--- src/rtl/echo_delay_ctrl.sv ---
// echo_delay_ctrl
//   Echo/delay-line controller for the karaoke voice path. Each accepted mic
//   sample is mixed with the sample written `delay` samples earlier, scaled by
//   `gain`. The saturated mix goes to the output and is also written back into
//   the sample RAM, so the echo keeps feeding back.
//
//   The controller drives a dual-port RAM with a registered, rden-gated read
//   (1-cycle latency). Every sample takes four clocks, one per state:
//   IDLE (accept) -> RD (read) -> MIX (mix) -> OUT (output + write-back).
//
// Ports
//   clk, rst_n                  clock, asynchronous active-low reset
//   in_valid/in_ready/in_data   input sample handshake
//   delay                       echo delay in samples (0 = full buffer depth)
//   gain                        feedback gain, unsigned Q0.GAIN_WIDTH
//   out_valid/out_data          one-cycle strobe with the mixed sample
//   ram_wren/ram_wraddress/ram_data   RAM write port
//   ram_rden/ram_rdaddress/ram_q      RAM read port (q valid one cycle after rden)
module echo_delay_ctrl #(
  parameter int DATA_WIDTH = 16,
  parameter int ADDR_WIDTH = 11,
  parameter int GAIN_WIDTH = 8
) (
  input  logic                         clk,
  input  logic                         rst_n,
  input  logic                         in_valid,
  output logic                         in_ready,
  input  logic signed [DATA_WIDTH-1:0] in_data,
  input  logic        [ADDR_WIDTH-1:0] delay,
  input  logic        [GAIN_WIDTH-1:0] gain,
  output logic                         out_valid,
  output logic signed [DATA_WIDTH-1:0] out_data,
  output logic                         ram_wren,
  output logic        [ADDR_WIDTH-1:0] ram_wraddress,
  output logic signed [DATA_WIDTH-1:0] ram_data,
  output logic                         ram_rden,
  output logic        [ADDR_WIDTH-1:0] ram_rdaddress,
  input  logic signed [DATA_WIDTH-1:0] ram_q
);

  localparam int FILL_W = ADDR_WIDTH + 1;
  localparam logic [FILL_W-1:0] DEPTH = {1'b1, {ADDR_WIDTH{1'b0}}};
  localparam int PROD_W = DATA_WIDTH + GAIN_WIDTH + 1;

  typedef enum logic [1:0] {IDLE, RD, MIX, OUT} state_t;

  state_t                         state, state_nxt;
  logic        [ADDR_WIDTH-1:0]   wr_ptr, wr_ptr_nxt;
  logic        [FILL_W-1:0]       fill, fill_nxt;
  logic signed [DATA_WIDTH-1:0]   smp_p0, smp_p0_nxt;
  logic        [ADDR_WIDTH-1:0]   dly_p0, dly_p0_nxt;
  logic        [GAIN_WIDTH-1:0]   gn_p0, gn_p0_nxt;
  logic                           in_ready_nxt, out_valid_nxt, ram_wren_nxt, ram_rden_nxt;
  logic signed [DATA_WIDTH-1:0]   out_data_nxt, ram_data_nxt;
  logic        [ADDR_WIDTH-1:0]   ram_wraddress_nxt, ram_rdaddress_nxt;
  logic        [FILL_W-1:0]       eff_delay;
  logic signed [DATA_WIDTH-1:0]   mix_sum;

  // Clamp a DATA_WIDTH+1 bit sum back into the DATA_WIDTH signed range.
  function automatic logic signed [DATA_WIDTH-1:0] saturate(input logic signed [DATA_WIDTH:0] s);
    if (s[DATA_WIDTH] != s[DATA_WIDTH-1])
      saturate = s[DATA_WIDTH] ? {1'b1, {(DATA_WIDTH-1){1'b0}}} : {1'b0, {(DATA_WIDTH-1){1'b1}}};
    else
      saturate = s[DATA_WIDTH-1:0];
  endfunction

  // echo = (q * gain) >>> GAIN_WIDTH (floor); masked to 0 while the delay line
  // has not yet been filled, so stale RAM contents never reach the output.
  function automatic logic signed [DATA_WIDTH-1:0] mix(input logic signed [DATA_WIDTH-1:0] q,
                                                       input logic        [GAIN_WIDTH-1:0] g,
                                                       input logic signed [DATA_WIDTH-1:0] x,
                                                       input logic                         mask);
    logic signed [PROD_W-1:0]     prod;
    logic signed [DATA_WIDTH:0]   echo;
    prod = q * $signed({1'b0, g});
    echo = (DATA_WIDTH+1)'(prod >>> GAIN_WIDTH);
    if (mask)
      echo = '0;
    mix = saturate(echo + {x[DATA_WIDTH-1], x});
  endfunction

  assign eff_delay = (dly_p0 == '0) ? DEPTH : {1'b0, dly_p0};
  assign mix_sum   = mix(ram_q, gn_p0, smp_p0, fill < eff_delay);

  always_comb begin
    state_nxt         = state;
    wr_ptr_nxt        = wr_ptr;
    fill_nxt          = fill;
    smp_p0_nxt        = smp_p0;
    dly_p0_nxt        = dly_p0;
    gn_p0_nxt         = gn_p0;
    in_ready_nxt      = in_ready;
    out_valid_nxt     = 1'b0;
    out_data_nxt      = out_data;
    ram_wren_nxt      = 1'b0;
    ram_wraddress_nxt = ram_wraddress;
    ram_data_nxt      = ram_data;
    ram_rden_nxt      = 1'b0;
    ram_rdaddress_nxt = ram_rdaddress;
    case (state)
      IDLE: begin
        // in_ready is registered: it comes up one edge after reset release.
        in_ready_nxt = 1'b1;
        if (in_ready && in_valid) begin
          smp_p0_nxt        = in_data;
          dly_p0_nxt        = delay;
          gn_p0_nxt         = gain;
          in_ready_nxt      = 1'b0;
          ram_rden_nxt      = 1'b1;
          ram_rdaddress_nxt = wr_ptr - delay;
          state_nxt         = RD;
        end
      end
      RD: state_nxt = MIX;
      MIX: begin
        out_valid_nxt     = 1'b1;
        out_data_nxt      = mix_sum;
        ram_wren_nxt      = 1'b1;
        ram_wraddress_nxt = wr_ptr;
        ram_data_nxt      = mix_sum;
        state_nxt         = OUT;
      end
      OUT: begin
        wr_ptr_nxt   = wr_ptr + 1'b1;
        fill_nxt     = (fill == DEPTH) ? fill : fill + 1'b1;
        in_ready_nxt = 1'b1;
        state_nxt    = IDLE;
      end
      default: state_nxt = IDLE;
    endcase
  end

  always_ff @(posedge clk or negedge rst_n) begin
    if (!rst_n) begin
      state         <= IDLE;
      wr_ptr        <= '0;
      fill          <= '0;
      smp_p0        <= '0;
      dly_p0        <= '0;
      gn_p0         <= '0;
      in_ready      <= 1'b0;
      out_valid     <= 1'b0;
      out_data      <= '0;
      ram_wren      <= 1'b0;
      ram_wraddress <= '0;
      ram_data      <= '0;
      ram_rden      <= 1'b0;
      ram_rdaddress <= '0;
    end else begin
      state         <= state_nxt;
      wr_ptr        <= wr_ptr_nxt;
      fill          <= fill_nxt;
      smp_p0        <= smp_p0_nxt;
      dly_p0        <= dly_p0_nxt;
      gn_p0         <= gn_p0_nxt;
      in_ready      <= in_ready_nxt;
      out_valid     <= out_valid_nxt;
      out_data      <= out_data_nxt;
      ram_wren      <= ram_wren_nxt;
      ram_wraddress <= ram_wraddress_nxt;
      ram_data      <= ram_data_nxt;
      ram_rden      <= ram_rden_nxt;
      ram_rdaddress <= ram_rdaddress_nxt;
    end
  end

endmodule

--- config.mk ---
export PLATFORM = sky130hd
export DESIGN_NAME = echo_delay_ctrl
export DESIGN_NICKNAME = d
export VERILOG_FILES = /design/src/rtl/echo_delay_ctrl.sv
export SDC_FILE = /design/constraint.sdc
export NUM_CORES = 1
export LEC_CHECK = 0
export ABC_AREA = 1
export ABC_CLOCK_PERIOD_IN_PS = 8400
export CORE_ASPECT_RATIO = 0.6
export CORE_MARGIN = 1.5
export CORE_UTILIZATION = 40
export CTS_BUF_LIST = sky130_fd_sc_hd__clkbuf_8
export CTS_CLUSTER_DIAMETER = 30
export CTS_CLUSTER_SIZE = 20
export DETAILED_ROUTE_END_ITERATION = 6
export PLACE_DENSITY = 0.69
export SKIP_LAST_GASP = 1
export SYNTH_ARGS = -nofsm -noshare
export SYNTH_HDL_FRONTEND = slang
export SYNTH_SLANG_ARGS = --single-unit
--- constraint.sdc ---
create_clock -name clk -period 8.4 [get_ports clk]
set_input_delay 1.68 -clock clk [delete_from_list [all_inputs] [get_ports clk]]
set_output_delay 1.68 -clock clk [all_outputs]
set_load 0.02 [all_outputs]
==> results of run 1 <==
kinds of logic (layout without fill, tap and decap cells):
kind of cell    Yosys count  after routing  synth area share, %
simple gates            481            481                18.62
buf+inv                 369            439                13.99
fa+ha+maj               192            192                30.35
compound gates          156            156                8.370
flops                   101            101                24.15
xor+xnor                 54             54                4.520
layer usage:
layer	vias to the layer above	global-route usage (%)	part of all wire [%]
met1	4034	31.29	52
met2	272	28.15	40
met3	11	3.724	7.6
met4	0	2.143	0.54
met5	-	0	0
li1	4169	-	-
per-stage QoR:
step           worst slack (ns)  cells  hold WS, ns  cell area [um2]  util [%]
6_report                 0.4467   1775       0.4917            11940     46.79
5_1_grt                0.001391   1775       0.5183            11940     46.79
2_1_floorplan             1.265   1353       0.4483            10460         -
3_5_place_dp             0.1054   1759       0.4718            11750     46.08
4_1_cts                  0.4916   1775       0.4976            11940     46.79
3_3_place_gp             0.1720   1759       0.4639            11750     46.08
tightest hold or removal path, cell delays in order, from the launching register on:
cell	delay, ns
dfrtp_1	0.35
nand2_1	0.05
o21ai_0	0.06
layout make-up:
cell class              count  share of cell area, %
multi-input cells         883                  54.29
clock buffers               9                  1.038
repair buffers            118                  9.728
inverters                 305                  9.592
clock inverters             7                 0.4822
well taps                 352                  3.690
flip-flops and latches    101                  21.18
worst paths after layout:
kind	start	endpoint	slack, ns	cells after the start
worst min-delay path	ram_rdaddress[3]$_DFFE_PN0P_	ram_rdaddress[3]$_DFFE_PN0P_	0.49	2
worst max-delay path	ram_q[15]	ram_data[3]$_DFFE_PN0P_	0.45	29
worst min register to register	ram_rdaddress[3]$_DFFE_PN0P_	ram_rdaddress[3]$_DFFE_PN0P_	0.49	2
worst max register to register	gn_p0[2]$_DFFE_PN0P_	ram_data[12]$_DFFE_PN0P_	1.47	28
max in group asynchronous	rst_n	ram_data[9]$_DFFE_PN0P_	5.92	2
min in group asynchronous	rst_n	gn_p0[2]$_DFFE_PN0P_	1.32	1
cells in the mapped netlist, drive strengths merged:
library cell  number
nand3             29
o21bai             3
inv              304
nor4               4
a21boi             3
nor3               9
nand4              5
clkbuf            44
nand3b             2
a21oi             71
clkinv             1
and2               1
o31ai              2
nand2            366
xnor2             20
o21ai             60
and3               1
ha                89
a21o               5
xor2              34
buf               20
dfrtp            101
a22oi              1
fa               103
a211oi             2
o221ai             1
nor3b              1
or2                1
a31oi              8
nor2              62
layout by cell type (no fill, tap or decap), types with 9 or more instances in the layout:
| cell type | n |
|---|---|
| a21oi_1 | 61 |
| a21oi_2 | 10 |
| clkbuf_8 | 9 |
| clkdlybuf4s50_1 | 110 |
| dfrtp_1 | 101 |
| fa_1 | 103 |
| ha_1 | 89 |
| inv_1 | 303 |
| nand2_1 | 357 |
| nand3_1 | 25 |
| nor2_1 | 61 |
| nor3_1 | 9 |
| o21ai_0 | 57 |
| xnor2_1 | 20 |
| xor2_1 | 34 |
sequential cells by signal, indices dropped and copies added, names as in the netlist, 2 cells and up:
signal         count
dly_p0            11
fill              12
gn_p0              8
ram_data          16
ram_rdaddress     11
ram_wraddress     11
smp_p0            16
state              2
wr_ptr            11
==> qor.tcl, run 1 <==
set qor(run_status) {complete, no violations}
set qor(die_outline_height_um) 128.3
set qor(part_of_the_yosys_area_used_for_sequential_elements_pct) 24.15
set qor(synth_area_leaders) {dfrtp_1 24%, fa_1 20%, nand2_1 13%}
set qor(wl_um) 25210
set qor(number_of_antenna_violations_at_the_first_check_in_global_routing) 0
set qor(deepest_clock_path_buffer_count) 2
set qor(drt.antenna.violating_nets) 0
set qor(final.setup.tns_ns) 0
set qor(critical_path.n_buffers_inverters) 8
set qor(syn2layout_area_growth_pct) 14.06
set qor(path_max_fanout) 13
set qor(cts_root_buffer) {clkbuf_8}
set qor(post_cts_buffers) 0
set qor(vias_per_cell) 4.781
set qor(cp_data_required_time_ns) 8.65
set qor(globalRouteTotalUtil_pct) 19.71
set qor(number_of_nets_in_the_layout) 1664
set qor(cp_top_family) {adder cells}
set qor(synth_top_area_share_pct) 24.15
set qor(classification_of_the_worst_setup_path) {in2reg}
set qor(clock-sinks) 101
set qor(tritoncts_buffer_count) 9
set qor(worst_skew_pair.late_latency_ns) 0.38
set qor(finalWeightedCongestion) 0.9419
set qor(critical_path.endpoint_type) {flop}
set qor(die-width_um) 211.8
set qor(drt-pass1-iter-count) 5
set qor(hold_violations) 0
set qor(ctsHoldBuffers) 0
set qor(num_antenna_cells) 0
set qor(wl_per_cell_um) 14.20
set qor(crit_slowest_cell) {fa_1}
set qor(finalCriticalPeriod_ns) 7.953
set qor(post-dp-hpwl_um) 21060
set qor(yosysWarnings) 0
set qor(worst_slew_pin_tran_ns) 1.035
set qor(grt_max_degree) 54
set qor(grt_setup_unrepaired) {false}
set qor(fp.dieArea_mm2) 0.02717
set qor(overflow) 0
set qor(timing.critical_path.from_type) {input pin}
set qor(maxSlewHeadroom_pct) 30.82
set qor(core_area_mm2) 0.02551
set qor(first_global_vias) 8284
set qor(cts.repair.resized) 0
set qor(yosysTopAreaCell) {dfrtp_1}
set qor(path_clk_slew_ns) 0.09
set qor(combined_area_of_all_synthesized_cells_mm2) 0.01046
set qor(timing.final.setup_violations) 0
set qor(regArea_mm2) 0.002527
set qor(final_layout_fill_cell_count) 2536
set qor(vias_after_detailed_routing) 8486
set qor(drive_above_1_share_pct) 3.654
set qor(synth.distinct_cells) 41
set qor(delay_of_the_slowest_critical_path_stage_ns) 0.69
set qor(num_rows) 45
set qor(cts_tree) {built}
set qor(postSynthRegisterBits) 101
set qor(synthesis.area_per_instance_um2) 7.734
set qor(worstHoldPathType) {reg2reg}
set qor(clock_tree.htree_level_count) 3
set qor(critical_path_arrival_ns) 8.20
set qor(post-route-period-util_pct) 94.68
set qor(global_route_wire_length_before_repair_um) 42230
set qor(dr.first_iter.drc_count) 670
set qor(timing.critical_path.mode_cell) {inv_1}
set qor(num_io_pins) 112
set qor(netlist_instances) 1353
set qor(place.port_buffers) 111
set qor(initial_utilization_pct) 41.03
set qor(clock-skew-final_ns) 0.01751
set qor(maxCapViolations) 0
set qor(synthesis.nets) 1599
set qor(fmax_mhz) 125.7
set qor(total_drc_errors_in_the_routed_layout) 0
set qor(multiInputGateArea_mm2) 0.006480
set qor(slew_violations) 0
Power of run 1 is left out: the tool's default activity adds up to more than one toggle a clock period on the data nets, which glitch-free logic cannot reach.
==> run 2, diff against run 1 <==
--- a/config.mk
+++ b/config.mk
@@ -14,6 +14,7 @@
 export CTS_CLUSTER_DIAMETER = 30
 export CTS_CLUSTER_SIZE = 20
 export DETAILED_ROUTE_END_ITERATION = 6
+export GPL_TIMING_DRIVEN = 0
 export PLACE_DENSITY = 0.69
 export SKIP_LAST_GASP = 1
 export SYNTH_ARGS = -nofsm -noshare
==> run 2 against run 1 <==
Against the previous run:
- first-iteration DRC count shrank 6.9%
- count of clock-buffer cells in the layout is the same
- global-route usage grew 1.2 points
- flip-flop and latch count is the same
- cell count grew 2.5%
- maximum frequency grew 1.3%
==> qor.tcl, run 2 (same netlist as run 1, synthesis figures left out) <==
set qor(grt_max_degree) 66
set qor(cts.repair.resized) 0
set qor(post-dp-hpwl_um) 22610
set qor(fmax_mhz) 127.4
set qor(number_of_antenna_violations_at_the_first_check_in_global_routing) 0
set qor(run_status) {complete, no violations}
set qor(wl_per_cell_um) 14.52
set qor(final_cell_count_no_fill) 1819
set qor(initial_utilization_pct) 41.03
set qor(path_max_fanout) 7
set qor(place_inst) 1803
set qor(dr.first_iter.drc_count) 624
set qor(delay_of_the_slowest_critical_path_stage_ns) 0.56
set qor(timing.critical_path.from_type) {input pin}
set qor(vias_after_detailed_routing) 8591
set qor(post-route-period-util_pct) 93.45
set qor(ctsHoldBuffers) 0
set qor(drt.antenna.violating_nets) 0
set qor(cp_data_required_time_ns) 8.71
set qor(m1WireLength_um) 13890
set qor(crit_slowest_cell) {clkdlybuf4s50_1}
set qor(fp.dieArea_mm2) 0.02717
set qor(drt-pass1-iter-count) 5
set qor(num_rows) 45
set qor(worstHoldPathType) {reg2reg}
set qor(grt_setup_unrepaired) {false}
set qor(total_drc_errors_in_the_routed_layout) 0
set qor(die-width_um) 211.8
set qor(place.port_buffers) 97
set qor(number_of_nets_in_the_layout) 1708
set qor(critical_path_arrival_ns) 8.16
set qor(global_route_wire_length_before_repair_um) 44290
set qor(first_global_vias) 8494
set qor(top_regs) {ram_data (16), smp_p0 (16), fill (12)}
set qor(critical_path.endpoint_type) {flop}
set qor(maxSlewHeadroom_pct) 51.16
set qor(core_area_mm2) 0.02551
set qor(cts_root_buffer) {clkbuf_8}
set qor(dp_slack_ns) 0.2284
set qor(clock-skew-final_ns) 0.01797
set qor(hold-worst-slack_ns) 0.4846
set qor(maxCapViolations) 0
set qor(path_clk_slew_ns) 0.09
set qor(clock_tree.htree_level_count) 3
set qor(num_antenna_cells) 0
set qor(layout.cells.most_common_list) {357 x nand2_1, 303 x inv_1, 103 x fa_1}
set qor(classification_of_the_worst_setup_path) {in2reg}
set qor(syn2layout_area_growth_pct) 15.77
set qor(dr.max_layer_used) {met4}
set qor(timing.final.setup_violations) 0
set qor(clock-sinks) 101
set qor(deepest_clock_path_buffer_count) 2
set qor(num_io_pins) 112
set qor(worst_slew_pin_tran_ns) 0.7327
set qor(overflow) 0
set qor(worst_skew_pair.late_latency_ns) 0.39
set qor(finalWeightedCongestion) 0.9298
set qor(drive_above_1_share_pct) 4.567
set qor(met3RoutedLength_um) 2273
set qor(detailroute.wirelength.met2_um) 10100
set qor(globalRouteTotalUtil_pct) 20.90
set qor(finalCriticalPeriod_ns) 7.850
set qor(cts_tree) {built}
set qor(final.setup.tns_ns) 0
set qor(vias_per_cell) 4.723
set qor(hold_violations) 0
set qor(slew_violations) 0
set qor(post_cts_buffers) 0
set qor(final_ws_setup_ns) 0.5503
set qor(layout_commonest_cell) {nand2_1}
set qor(die_outline_height_um) 128.3
set qor(timing.critical_path.mode_cell) {nand2_1}
set qor(tritoncts_buffer_count) 9
set qor(wl_um) 26410
run 2: final timing paths:
check                                             start                      endpoint  slack [ns]  cells past startpoint
max                                            ram_q[1]      ram_data[12]$_DFFE_PN0P_        0.55                     29
min                        ram_wraddress[7]$_DFFE_PN0P_  ram_wraddress[7]$_DFFE_PN0P_        0.48                      2
max reg2reg                        gn_p0[2]$_DFFE_PN0P_      ram_data[12]$_DFFE_PN0P_        0.99                     30
min reg2reg                ram_wraddress[7]$_DFFE_PN0P_  ram_wraddress[7]$_DFFE_PN0P_        0.48                      2
max in group asynchronous                         rst_n       ram_data[5]$_DFFE_PN0P_        6.42                      2
min in group asynchronous                         rst_n  ram_wraddress[6]$_DFFE_PN0P_        1.27                      1
run 2: per-layer routing:
metal / vias to the layer above / track usage [%]
li1: 4263 / -
met1: 4040 / 32.86
met2: 276 / 29.20
met3: 12 / 5.390
met4: 0 / 2.101
met5: - / 0
run 2: cell type report:
| type | instances | area, um2 |
|---|---|---|
| buffer | 64 | 319.1 |
| clock buffer | 9 | 123.9 |
| clock inverter | 7 | 90.09 |
| fill | 2536 | 13390 |
| inverter | 305 | 1145 |
| multi-input combinational | 883 | 6472 |
| sequential | 101 | 2527 |
| tap | 352 | 440.4 |
| timing repair buffer | 98 | 996.0 |
run 2: stage by stage:
stage | cell area, um2 | utilization [%]
floorplan | 10460 | -
global placement | 11880 | 46.56
detailed placement | 11900 | 46.66
CTS | 12110 | 47.50
global route | 12110 | 47.50
finish | 12110 | 47.50
run 2: critical path, delay by kind of cell:
| family | cells | cell delay, ns |
|---|---|---|
| fa+ha+maj | 6 | 2.63 |
| compound gates | 8 | 1.79 |
| buf+inv | 6 | 0.83 |
| simple gates | 7 | 0.75 |
| xor+xnor | 2 | 0.45 |
Power of run 2 is left out for the same reason.
